==> config.mk <==
export PLATFORM = sky130hd
export DESIGN_NAME = bsg_axi_to_mem_responder
export DESIGN_NICKNAME = d
export VERILOG_FILES = /design/src/rtl/bsg_axi_pkg.sv /design/src/rtl/bsg_axi_burst_addr_gen.sv /design/src/rtl/bsg_axi_to_mem_responder.sv
export SDC_FILE = /design/constraint.sdc
export NUM_CORES = 1
export LEC_CHECK = 0
export ABC_AREA = 0
export BUFFER_PORTS_ARGS = -buffer_cell sky130_fd_sc_hd__buf_2
export CORE_AREA = 5 5 112 114
export CTS_BUF_LIST = sky130_fd_sc_hd__clkbuf_2
export CTS_CLUSTER_SIZE = 30
export DETAILED_ROUTE_END_ITERATION = 8
export DIE_AREA = 0 0 117 119
export PLACE_DENSITY = 0.82
export SLEW_MARGIN = 20
export SYNTH_ARGS = -nofsm -noshare
export SYNTH_HDL_FRONTEND = slang
export SYNTH_SLANG_ARGS = --single-unit
==> constraint.sdc <==
create_clock -name clk_i -period 5 [get_ports clk_i]
set_input_delay 1 -clock clk_i [delete_from_list [all_inputs] [get_ports clk_i]]
set_output_delay 1 -clock clk_i [all_outputs]
set_load 0.1 [all_outputs]
==> src/rtl/bsg_axi_pkg.sv <==
// Shared AXI4 encodings: response codes and burst types.
package bsg_axi_pkg;

  localparam logic [1:0] axi_resp_okay_gp   = 2'b00;
  localparam logic [1:0] axi_resp_slverr_gp = 2'b10;

  localparam logic [1:0] axi_burst_fixed_gp = 2'b00;
  localparam logic [1:0] axi_burst_incr_gp  = 2'b01;
  localparam logic [1:0] axi_burst_wrap_gp  = 2'b10;

  localparam int axi_len_width_gp = 8;

endpackage

==> src/rtl/bsg_axi_burst_addr_gen.sv <==
// Beat address / last-beat generator for one AXI burst.
// FIXED repeats the aligned base; INCR and WRAP both step by one data word.
module bsg_axi_burst_addr_gen
  import bsg_axi_pkg::*;
#(parameter int addr_width_p    = 32
 ,parameter int lg_strb_width_p = 2
 )
 (input  logic [addr_width_p-1:0]     base_addr_i
 ,input  logic [axi_len_width_gp-1:0] len_i
 ,input  logic [1:0]                  burst_i
 ,input  logic [axi_len_width_gp-1:0] beat_i
 ,output logic [addr_width_p-1:0]     addr_o
 ,output logic                        last_o
 );

  logic [addr_width_p-1:0] aligned, offset;

  always_comb begin
    aligned = (base_addr_i >> lg_strb_width_p) << lg_strb_width_p;
    offset  = addr_width_p'(beat_i) << lg_strb_width_p;
    if (burst_i == axi_burst_fixed_gp)
      offset = '0;
    // carry out of the top bit is dropped on purpose
    addr_o = aligned + offset;
  end

  assign last_o = (beat_i == len_i);

endmodule

==> src/rtl/bsg_axi_to_mem_responder.sv <==
// AXI4 responder converting each AW/W or AR burst beat into one request on a
// single-port valid/ready memory interface. One burst in flight at a time.
// Optional: BSG_AXI_RESP_WLAST_CHECK_EN flags wlast/beat-count mismatch as SLVERR.
module bsg_axi_to_mem_responder
  import bsg_axi_pkg::*;
#(parameter int addr_width_p     = 32
 ,parameter int axi_id_width_p   = 4
 ,parameter int axi_data_width_p = 32
 ,localparam int strb_width_lp    = axi_data_width_p >> 3
 ,localparam int lg_strb_width_lp = $clog2(strb_width_lp)
 )
 (input  logic                          clk_i
 ,input  logic                          reset_i

 ,input  logic [axi_id_width_p-1:0]     axi_awid_i
 ,input  logic [addr_width_p-1:0]       axi_awaddr_i
 ,input  logic [7:0]                    axi_awlen_i
 ,input  logic [2:0]                    axi_awsize_i
 ,input  logic [1:0]                    axi_awburst_i
 ,input  logic                          axi_awvalid_i
 ,output logic                          axi_awready_o

 ,input  logic [axi_data_width_p-1:0]   axi_wdata_i
 ,input  logic [strb_width_lp-1:0]      axi_wstrb_i
 ,input  logic                          axi_wlast_i
 ,input  logic                          axi_wvalid_i
 ,output logic                          axi_wready_o

 ,output logic [axi_id_width_p-1:0]     axi_bid_o
 ,output logic [1:0]                    axi_bresp_o
 ,output logic                          axi_bvalid_o
 ,input  logic                          axi_bready_i

 ,input  logic [axi_id_width_p-1:0]     axi_arid_i
 ,input  logic [addr_width_p-1:0]       axi_araddr_i
 ,input  logic [7:0]                    axi_arlen_i
 ,input  logic [2:0]                    axi_arsize_i
 ,input  logic [1:0]                    axi_arburst_i
 ,input  logic                          axi_arvalid_i
 ,output logic                          axi_arready_o

 ,output logic [axi_id_width_p-1:0]     axi_rid_o
 ,output logic [axi_data_width_p-1:0]   axi_rdata_o
 ,output logic [1:0]                    axi_rresp_o
 ,output logic                          axi_rlast_o
 ,output logic                          axi_rvalid_o
 ,input  logic                          axi_rready_i

 ,output logic                          mem_v_o
 ,output logic                          mem_w_o
 ,output logic [addr_width_p-1:0]       mem_addr_o
 ,output logic [axi_data_width_p-1:0]   mem_data_o
 ,output logic [strb_width_lp-1:0]      mem_mask_o
 ,input  logic                          mem_ready_and_i

 ,input  logic [axi_data_width_p-1:0]   mem_data_i
 ,input  logic                          mem_data_v_i
 ,output logic                          mem_data_ready_and_o
 );

  typedef enum logic [2:0] {e_idle, e_write, e_wresp, e_rreq, e_rwait, e_rresp} state_e;

  typedef struct packed {
    logic [axi_id_width_p-1:0] id;
    logic [addr_width_p-1:0]   addr;
    logic [7:0]                len;
    logic [1:0]                burst;
    logic                      err;
  } burst_s;

  state_e                        state_r, state_n;
  burst_s                        burst_r;
  logic [7:0]                    beat_r;
  logic                          last_grant_r;  // 1: read won last
  logic [axi_data_width_p-1:0]   rdata_r;
  logic [addr_width_p-1:0]       beat_addr;
  logic                          beat_last;

  logic grant_w, grant_r;
  logic aw_hs, ar_hs, w_hs, rreq_hs, rdata_hs, r_hs, b_hs;

  bsg_axi_burst_addr_gen
   #(.addr_width_p   (addr_width_p)
    ,.lg_strb_width_p(lg_strb_width_lp)
    )
   addr_gen
    (.base_addr_i(burst_r.addr)
    ,.len_i      (burst_r.len)
    ,.burst_i    (burst_r.burst)
    ,.beat_i     (beat_r)
    ,.addr_o     (beat_addr)
    ,.last_o     (beat_last)
    );

  // Contested IDLE cycles alternate; an uncontested channel always wins.
  assign grant_w = axi_awvalid_i & (~axi_arvalid_i |  last_grant_r);
  assign grant_r = axi_arvalid_i & (~axi_awvalid_i | ~last_grant_r);

  assign aw_hs    = axi_awready_o;
  assign ar_hs    = axi_arready_o;
  assign w_hs     = axi_wvalid_i & axi_wready_o;
  assign rreq_hs  = mem_v_o & ~mem_w_o & mem_ready_and_i;
  assign rdata_hs = mem_data_v_i & mem_data_ready_and_o;
  assign r_hs     = axi_rvalid_o & axi_rready_i;
  assign b_hs     = axi_bvalid_o & axi_bready_i;

  always_ff @(posedge clk_i or posedge reset_i)
    if (reset_i) state_r <= e_idle;
    else         state_r <= state_n;

  always_comb begin
    state_n = state_r;
    unique case (state_r)
      e_idle:  if (aw_hs) state_n = e_write;
               else if (ar_hs) state_n = e_rreq;
      e_write: if (w_hs & beat_last) state_n = e_wresp;
      e_wresp: if (b_hs) state_n = e_idle;
      e_rreq:  if (rreq_hs) state_n = e_rwait;
      e_rwait: if (rdata_hs) state_n = e_rresp;
      e_rresp: if (r_hs) state_n = beat_last ? e_idle : e_rreq;
      default: state_n = e_idle;
    endcase
  end

  // Readies in IDLE are gated by reset so nothing handshakes while held in reset.
  always_comb begin
    axi_awready_o        = 1'b0;
    axi_arready_o        = 1'b0;
    axi_wready_o         = 1'b0;
    axi_bvalid_o         = 1'b0;
    axi_rvalid_o         = 1'b0;
    mem_v_o              = 1'b0;
    mem_w_o              = 1'b0;
    mem_data_ready_and_o = 1'b0;
    unique case (state_r)
      e_idle: begin
        axi_awready_o = grant_w & ~reset_i;
        axi_arready_o = grant_r & ~reset_i;
      end
      e_write: begin
        mem_v_o      = axi_wvalid_i;
        mem_w_o      = 1'b1;
        axi_wready_o = mem_ready_and_i;
      end
      e_wresp: axi_bvalid_o         = 1'b1;
      e_rreq:  mem_v_o              = 1'b1;
      e_rwait: mem_data_ready_and_o = 1'b1;
      e_rresp: axi_rvalid_o         = 1'b1;
      default: ;
    endcase
  end

  assign mem_addr_o  = beat_addr;
  assign mem_data_o  = axi_wdata_i;
  assign mem_mask_o  = (state_r == e_write) ? axi_wstrb_i : '0;

  assign axi_bid_o   = burst_r.id;
  assign axi_bresp_o = burst_r.err ? axi_resp_slverr_gp : axi_resp_okay_gp;
  assign axi_rid_o   = burst_r.id;
  assign axi_rresp_o = burst_r.err ? axi_resp_slverr_gp : axi_resp_okay_gp;
  assign axi_rdata_o = rdata_r;
  assign axi_rlast_o = (state_r == e_rresp) & beat_last;

  always_ff @(posedge clk_i or posedge reset_i)
    if (reset_i) begin
      burst_r      <= '0;
      beat_r       <= '0;
      last_grant_r <= 1'b1;
      rdata_r      <= '0;
    end else begin
      if (aw_hs) begin
        burst_r      <= '{id: axi_awid_i, addr: axi_awaddr_i, len: axi_awlen_i,
                          burst: axi_awburst_i, err: (axi_awsize_i != 3'(lg_strb_width_lp))};
        beat_r       <= '0;
        last_grant_r <= 1'b0;
      end else if (ar_hs) begin
        burst_r      <= '{id: axi_arid_i, addr: axi_araddr_i, len: axi_arlen_i,
                          burst: axi_arburst_i, err: (axi_arsize_i != 3'(lg_strb_width_lp))};
        beat_r       <= '0;
        last_grant_r <= 1'b1;
      end
      // beat count follows awlen; the counter never steps past len
      if (w_hs) begin
        if (~beat_last) beat_r <= beat_r + 8'd1;
`ifdef BSG_AXI_RESP_WLAST_CHECK_EN
        if (axi_wlast_i != beat_last) burst_r.err <= 1'b1;
`endif
      end
      if (rdata_hs) rdata_r <= mem_data_i;
      if (r_hs & ~beat_last) beat_r <= beat_r + 8'd1;
    end

`ifndef BSG_AXI_RESP_WLAST_CHECK_EN
  logic unused_wlast;
  assign unused_wlast = axi_wlast_i;
`endif

endmodule

==> report_table.html <==
<table>
<tr><th>Metric</th><th>Value</th></tr>
<tr><th colspan="2">Routing</th></tr>
<tr><td>Routed via count divided by cell count</td><td>5.53</td></tr>
<tr><td>Remaining design rule violation count</td><td>0</td></tr>
<tr><td>Pre-Repair DR Iteration Count</td><td>9</td></tr>
<tr><td>DRT iter0 DRCs</td><td>449</td></tr>
<tr><td>WL per Instance</td><td>18.1 µm</td></tr>
<tr><td>Via total after detailed routing</td><td>4549</td></tr>
<tr><td>Wirelength, routed</td><td>14.9 mm</td></tr>
<tr><td>Count of antenna-violating nets left after detailed routing</td><td>0</td></tr>
<tr><th colspan="2">Critical path</th></tr>
<tr><td>Required time of the worst setup path</td><td>4000 ps</td></tr>
<tr><td>Critical path capture point type</td><td>output pin</td></tr>
<tr><td>Maximum net fanout on the critical path</td><td>8</td></tr>
<tr><td>Worst path max stage delay</td><td>490 ps</td></tr>
<tr><td>Crit path kind</td><td>flop to output pin</td></tr>
<tr><td>Startpoint kind of the worst setup timing path</td><td>flop</td></tr>
<tr><td>Minimum setup slack among reg-to-reg paths</td><td>2590 ps</td></tr>
<tr><td>Critical Path, Cell by Cell</td><td>nor2_1 &gt; nor2_1 &gt; ha_1 &gt; a21o_1 &gt; a21oi_1 &gt; nor2_1 &gt; o2111ai_1 &gt; xnor2_1 &gt; buf_2</td></tr>
<tr><td>RR Startpoint</td><td>state_r[2]$_DFFE_PP0P_</td></tr>
<tr><td>Cell with the largest stage delay on the worst path</td><td>sky130_fd_sc_hd__dfrtp_1</td></tr>
<tr><td>Arrival time of the worst setup path</td><td>3640 ps</td></tr>
<tr><td>Logic depth of the worst register-to-register path</td><td>5</td></tr>
<tr><td>Most numerous cell on the critical path</td><td>sky130_fd_sc_hd__nor2_1</td></tr>
<tr><td>Reg-to-reg critical path endpoint</td><td>burst_r[0]$_DFFE_PP0P_</td></tr>
<tr><th colspan="2">Synthesis</th></tr>
<tr><td>Syn avg cell area</td><td>10.3 µm²</td></tr>
<tr><td>Library cell with the largest summed area after synthesis</td><td>sky130_fd_sc_hd__dfrtp_1</td></tr>
<tr><td>Most instantiated flip-flop cell in the synthesis netlist</td><td>sky130_fd_sc_hd__dfrtp_1</td></tr>
<tr><td>Proportion of synthesized area in mux cells</td><td>0.0791</td></tr>
<tr><td>Ranking of synthesized cells by area</td><td>sky130_fd_sc_hd__dfrtp_1, sky130_fd_sc_hd__a222oi_1, sky130_fd_sc_hd__mux2_2</td></tr>
<tr><td>Post-synthesis instance area</td><td>5130 µm²</td></tr>
<tr><td>Number of enable flip-flop cells after synthesis</td><td>0</td></tr>
<tr><td>Top cell type's share of synthesized area</td><td>0.430</td></tr>
<tr><td>Synthesis warning total</td><td>0</td></tr>
<tr><td>Register bit count reported by yosys</td><td>89</td></tr>
<tr><td>Sequential-to-total area share from yosys stat</td><td>0.435</td></tr>
<tr><td>Compound-cell area share of the yosys netlist</td><td>0.153</td></tr>
<tr><td>Number of distinct library cells after synthesis</td><td>59</td></tr>
<tr><td>Combinational family with the most area after synthesis</td><td>compound AO/OA/AOI/OAI gates</td></tr>
<tr><td>Asr flop ratio synth</td><td>1.00</td></tr>
<tr><td>Fraction of the mapped netlist area in adder cells</td><td>0.0259</td></tr>
<tr><td>Simple-gate portion of the synthesized area</td><td>0.122</td></tr>
<tr><td>Synthesized-area fraction occupied by xor and xnor cells</td><td>0.0564</td></tr>
<tr><td>Post-Syn Instances</td><td>497</td></tr>
<tr><th colspan="2">STA</th></tr>
<tr><td>Final Hold Viols</td><td>0</td></tr>
<tr><td>Worst clock skew</td><td>19.1 ps</td></tr>
<tr><td>Highest clock frequency the design can meet</td><td>0.216 GHz</td></tr>
<tr><td>Number of setup violations in the final report</td><td>0</td></tr>
<tr><td>Post-route setup slack</td><td>364 ps</td></tr>
<tr><td>Shortest clock period the worst path allows after layout</td><td>4640 ps</td></tr>
<tr><td>Crit share post-route</td><td>0.927</td></tr>
<tr><td>Relative slew slack</td><td>0.392</td></tr>
<tr><td>Sum Neg Setup Slack</td><td>0 ps</td></tr>
<tr><td>Unrepaired setup endpoints after global routing</td><td>false</td></tr>
<tr><td>Final Max Slew Viols</td><td>0</td></tr>
<tr><td>Worst slew pin tran</td><td>909 ps</td></tr>
<tr><th colspan="2">Clocking</th></tr>
<tr><td>Clk buf depth</td><td>2</td></tr>
<tr><td>Clk Latency, worst-skew pair</td><td>570 ps</td></tr>
<tr><td>CTS Hold Bufs</td><td>0</td></tr>
<tr><td>TritonCTS Buffers</td><td>9</td></tr>
<tr><td>Number of sinks driven by the clock tree</td><td>89</td></tr>
<tr><td>TritonCTS clock tree</td><td>yes</td></tr>
<tr><td>CTS clock-pin slew for the worst setup and hold paths</td><td>240 ps</td></tr>
<tr><td>Root buffer cell</td><td>sky130_fd_sc_hd__clkbuf_2</td></tr>
<tr><td>Max H-tree Level</td><td>3</td></tr>
<tr><th colspan="2">Placement</th></tr>
<tr><td>DP Worst Slack</td><td>872 ps</td></tr>
<tr><td>Routability Congestion</td><td>0.912</td></tr>
<tr><td>Input/output buffers</td><td>223</td></tr>
<tr><td>Placed wire-length estimate</td><td>11.5 mm</td></tr>
<tr><th colspan="2">Job</th></tr>
<tr><td>Max-cap check violation count</td><td>0</td></tr>
<tr><th colspan="2">Min path</th></tr>
<tr><td>Path class of the lowest-slack min-delay path</td><td>input pin to asynchronous set/reset pin</td></tr>
<tr><th colspan="2">Global routing</th></tr>
<tr><td>Largest net degree at the start of global routing</td><td>58</td></tr>
<tr><td>Antenna violations before repair</td><td>1</td></tr>
<tr><td>Wire length of the first global-routing pass</td><td>23.1 mm</td></tr>
<tr><td>All-layer global routing usage</td><td>0.209</td></tr>
<tr><td>GRT Residual Overflow</td><td>0</td></tr>
<tr><td>Via count of the first global-routing pass</td><td>4746</td></tr>
<tr><th colspan="2">Layout</th></tr>
<tr><td>Count of nets after finishing</td><td>861</td></tr>
<tr><td>Share of cells above drive strength 1</td><td>0.429</td></tr>
<tr><td>Relative area change from synthesis to final layout</td><td>20.4%</td></tr>
<tr><td>Antenna diode count</td><td>0</td></tr>
<tr><th colspan="2">Floorplan</th></tr>
<tr><td>Placement Rows</td><td>39</td></tr>
<tr><td>Die extent in x</td><td>117 µm</td></tr>
<tr><td>Vertical die dimension</td><td>119 µm</td></tr>
<tr><td>I/O pin count</td><td>297</td></tr>
<tr><td>Die area</td><td>13900 µm²</td></tr>
<tr><td>Effective utilization at floorplan</td><td>0.453</td></tr>
<tr><td>Area of the core</td><td>11300 µm²</td></tr>
<tr><th colspan="2">Outcome</th></tr>
<tr><td>Result of the run</td><td>completed</td></tr>
</table>
[timing repair]
| action | in CTS | in global routing |
|---|---|---|
| buffers inserted | 0 | 0 |
| resized for setup | 0 | 1 |
| setup endpoints to repair | 0 | 1 |
[synthesized netlist by cell type (3+ instances only)]
| cell type | count |
|---|---|
| sky130_fd_sc_hd__nor2b_1 | 5 |
| sky130_fd_sc_hd__nand2b_1 | 4 |
| sky130_fd_sc_hd__mux2i_1 | 3 |
| sky130_fd_sc_hd__mux2_2 | 31 |
| sky130_fd_sc_hd__buf_4 | 44 |
| sky130_fd_sc_hd__a21o_1 | 5 |
| sky130_fd_sc_hd__nand2_1 | 17 |
| sky130_fd_sc_hd__buf_2 | 13 |
| sky130_fd_sc_hd__ha_1 | 9 |
| sky130_fd_sc_hd__o21ai_0 | 14 |
| sky130_fd_sc_hd__nor2_1 | 24 |
| sky130_fd_sc_hd__a21oi_1 | 7 |
| sky130_fd_sc_hd__o211ai_1 | 4 |
| sky130_fd_sc_hd__and3_1 | 5 |
| sky130_fd_sc_hd__nand3_1 | 12 |
| sky130_fd_sc_hd__a222oi_1 | 44 |
| sky130_fd_sc_hd__and2_1 | 8 |
| sky130_fd_sc_hd__dfrtp_1 | 88 |
| sky130_fd_sc_hd__nor3b_1 | 6 |
| sky130_fd_sc_hd__clkbuf_1 | 6 |
| sky130_fd_sc_hd__and4_1 | 3 |
| sky130_fd_sc_hd__nor4_1 | 5 |
| sky130_fd_sc_hd__xor2_1 | 19 |
| sky130_fd_sc_hd__nor3_1 | 7 |
| sky130_fd_sc_hd__o21a_1 | 3 |
| sky130_fd_sc_hd__inv_1 | 58 |
| sky130_fd_sc_hd__or3_1 | 3 |
| sky130_fd_sc_hd__xnor2_1 | 14 |
[sequential cells by signal, summed over array words and instances, names as in the netlist]
| signal | flops |
|---|---|
| last_grant_r | 1 |
| state_r | 3 |
| axi_rdata_o | 32 |
| axi_bid_o | 4 |
| beat_r | 8 |
| burst_r | 41 |
[worst max-delay path, delay by kind of cell, from the launching register on]
family / cells / cell delay (ps)
compound gates: 3 / 900
fa+ha+maj: 1 / 380
buf+inv: 1 / 450
flops: 1 / 490
simple gates: 3 / 680
xor+xnor: 1 / 160
[worst max-delay path by stage]
stage | startpoint | end
3_3_place_gp | burst_r[1]$_DFFE_PP0P_ | mem_addr_o[23]
6_report | burst_r[1]$_DFFE_PP0P_ | mem_addr_o[23]
4_1_cts | burst_r[1]$_DFFE_PP0P_ | mem_addr_o[23]
3_5_place_dp | burst_r[1]$_DFFE_PP0P_ | mem_addr_o[23]
2_1_floorplan | state_r[2]$_DFFE_PP0P_ | axi_rlast_o
5_1_grt | burst_r[1]$_DFFE_PP0P_ | mem_addr_o[14]
[per-layer routing]
layer	share of wire	GRT usage
met5	0.00047	0
met4	0.029	0.0932
met3	0.12	0.0725
met2	0.49	0.348
met1	0.37	0.242
[through the flow]
stage / utilization / std cells / hold slack [ps] / instance area, µm²
global placement: 0.535 / 807 / 481 / 6060
CTS: 0.544 / 822 / 445 / 6160
global route: 0.545 / 822 / 443 / 6170
floorplan: - / 500 / 459 / 5140
detailed placement: 0.535 / 807 / 490 / 6060
finish: 0.545 / 822 / 472 / 6170
[layout by cell type (no fill, tap or decap), types with 3 or more instances in the layout]
master,netlist,routed
sky130_fd_sc_hd__dfrtp_1,88,88
sky130_fd_sc_hd__nor2_1,24,24
sky130_fd_sc_hd__ha_1,9,9
sky130_fd_sc_hd__buf_4,44,6
sky130_fd_sc_hd__and3_1,5,4
sky130_fd_sc_hd__xnor2_1,14,14
sky130_fd_sc_hd__a21oi_1,7,7
sky130_fd_sc_hd__clkinv_2,0,3
sky130_fd_sc_hd__a222oi_1,44,44
sky130_fd_sc_hd__xor2_1,19,19
sky130_fd_sc_hd__clkbuf_2,0,10
sky130_fd_sc_hd__or3_1,3,3
sky130_fd_sc_hd__buf_2,13,223
sky130_fd_sc_hd__and2_1,8,8
sky130_fd_sc_hd__nand2b_1,4,4
sky130_fd_sc_hd__mux2i_1,3,3
sky130_fd_sc_hd__o21a_1,3,3
sky130_fd_sc_hd__a21o_1,5,5
sky130_fd_sc_hd__conb_1,1,4
sky130_fd_sc_hd__nand3_1,12,12
sky130_fd_sc_hd__o21ai_0,14,14
sky130_fd_sc_hd__nor3_1,7,7
sky130_fd_sc_hd__nor3b_1,6,6
sky130_fd_sc_hd__nor2b_1,5,5
sky130_fd_sc_hd__nand2_1,17,17
sky130_fd_sc_hd__mux2_2,31,31
sky130_fd_sc_hd__nor4_1,5,5
sky130_fd_sc_hd__and4_1,3,3
sky130_fd_sc_hd__o211ai_1,4,4
sky130_fd_sc_hd__inv_1,58,57
[cells by family (layout without fill, tap and decap cells)]
kind of cell / count (synthesis) / after routing
other cells: 1 / 4
xor+xnor: 33 / 33
flops: 89 / 89
simple gates: 111 / 111
compound gates: 94 / 94
buf+inv: 123 / 302
fa+ha+maj: 10 / 10
mux: 36 / 36
[area by class of cell]
| type | count | area [µm²] |
|---|---|---|
| Clock buffer | 10 | 50.0 |
| Clock inverter | 5 | 56.3 |
| Fill cell | 979 | 5150 |
| Inverter | 58 | 219 |
| Multi-Input combinational cell | 288 | 2280 |
| Sequential cell | 89 | 2230 |
| Tap cell | 143 | 179 |
| Timing Repair Buffer | 229 | 1160 |
Power is left out: the tool's default activity adds up to more than one toggle a clock period on the data nets, which glitch-free logic cannot reach.
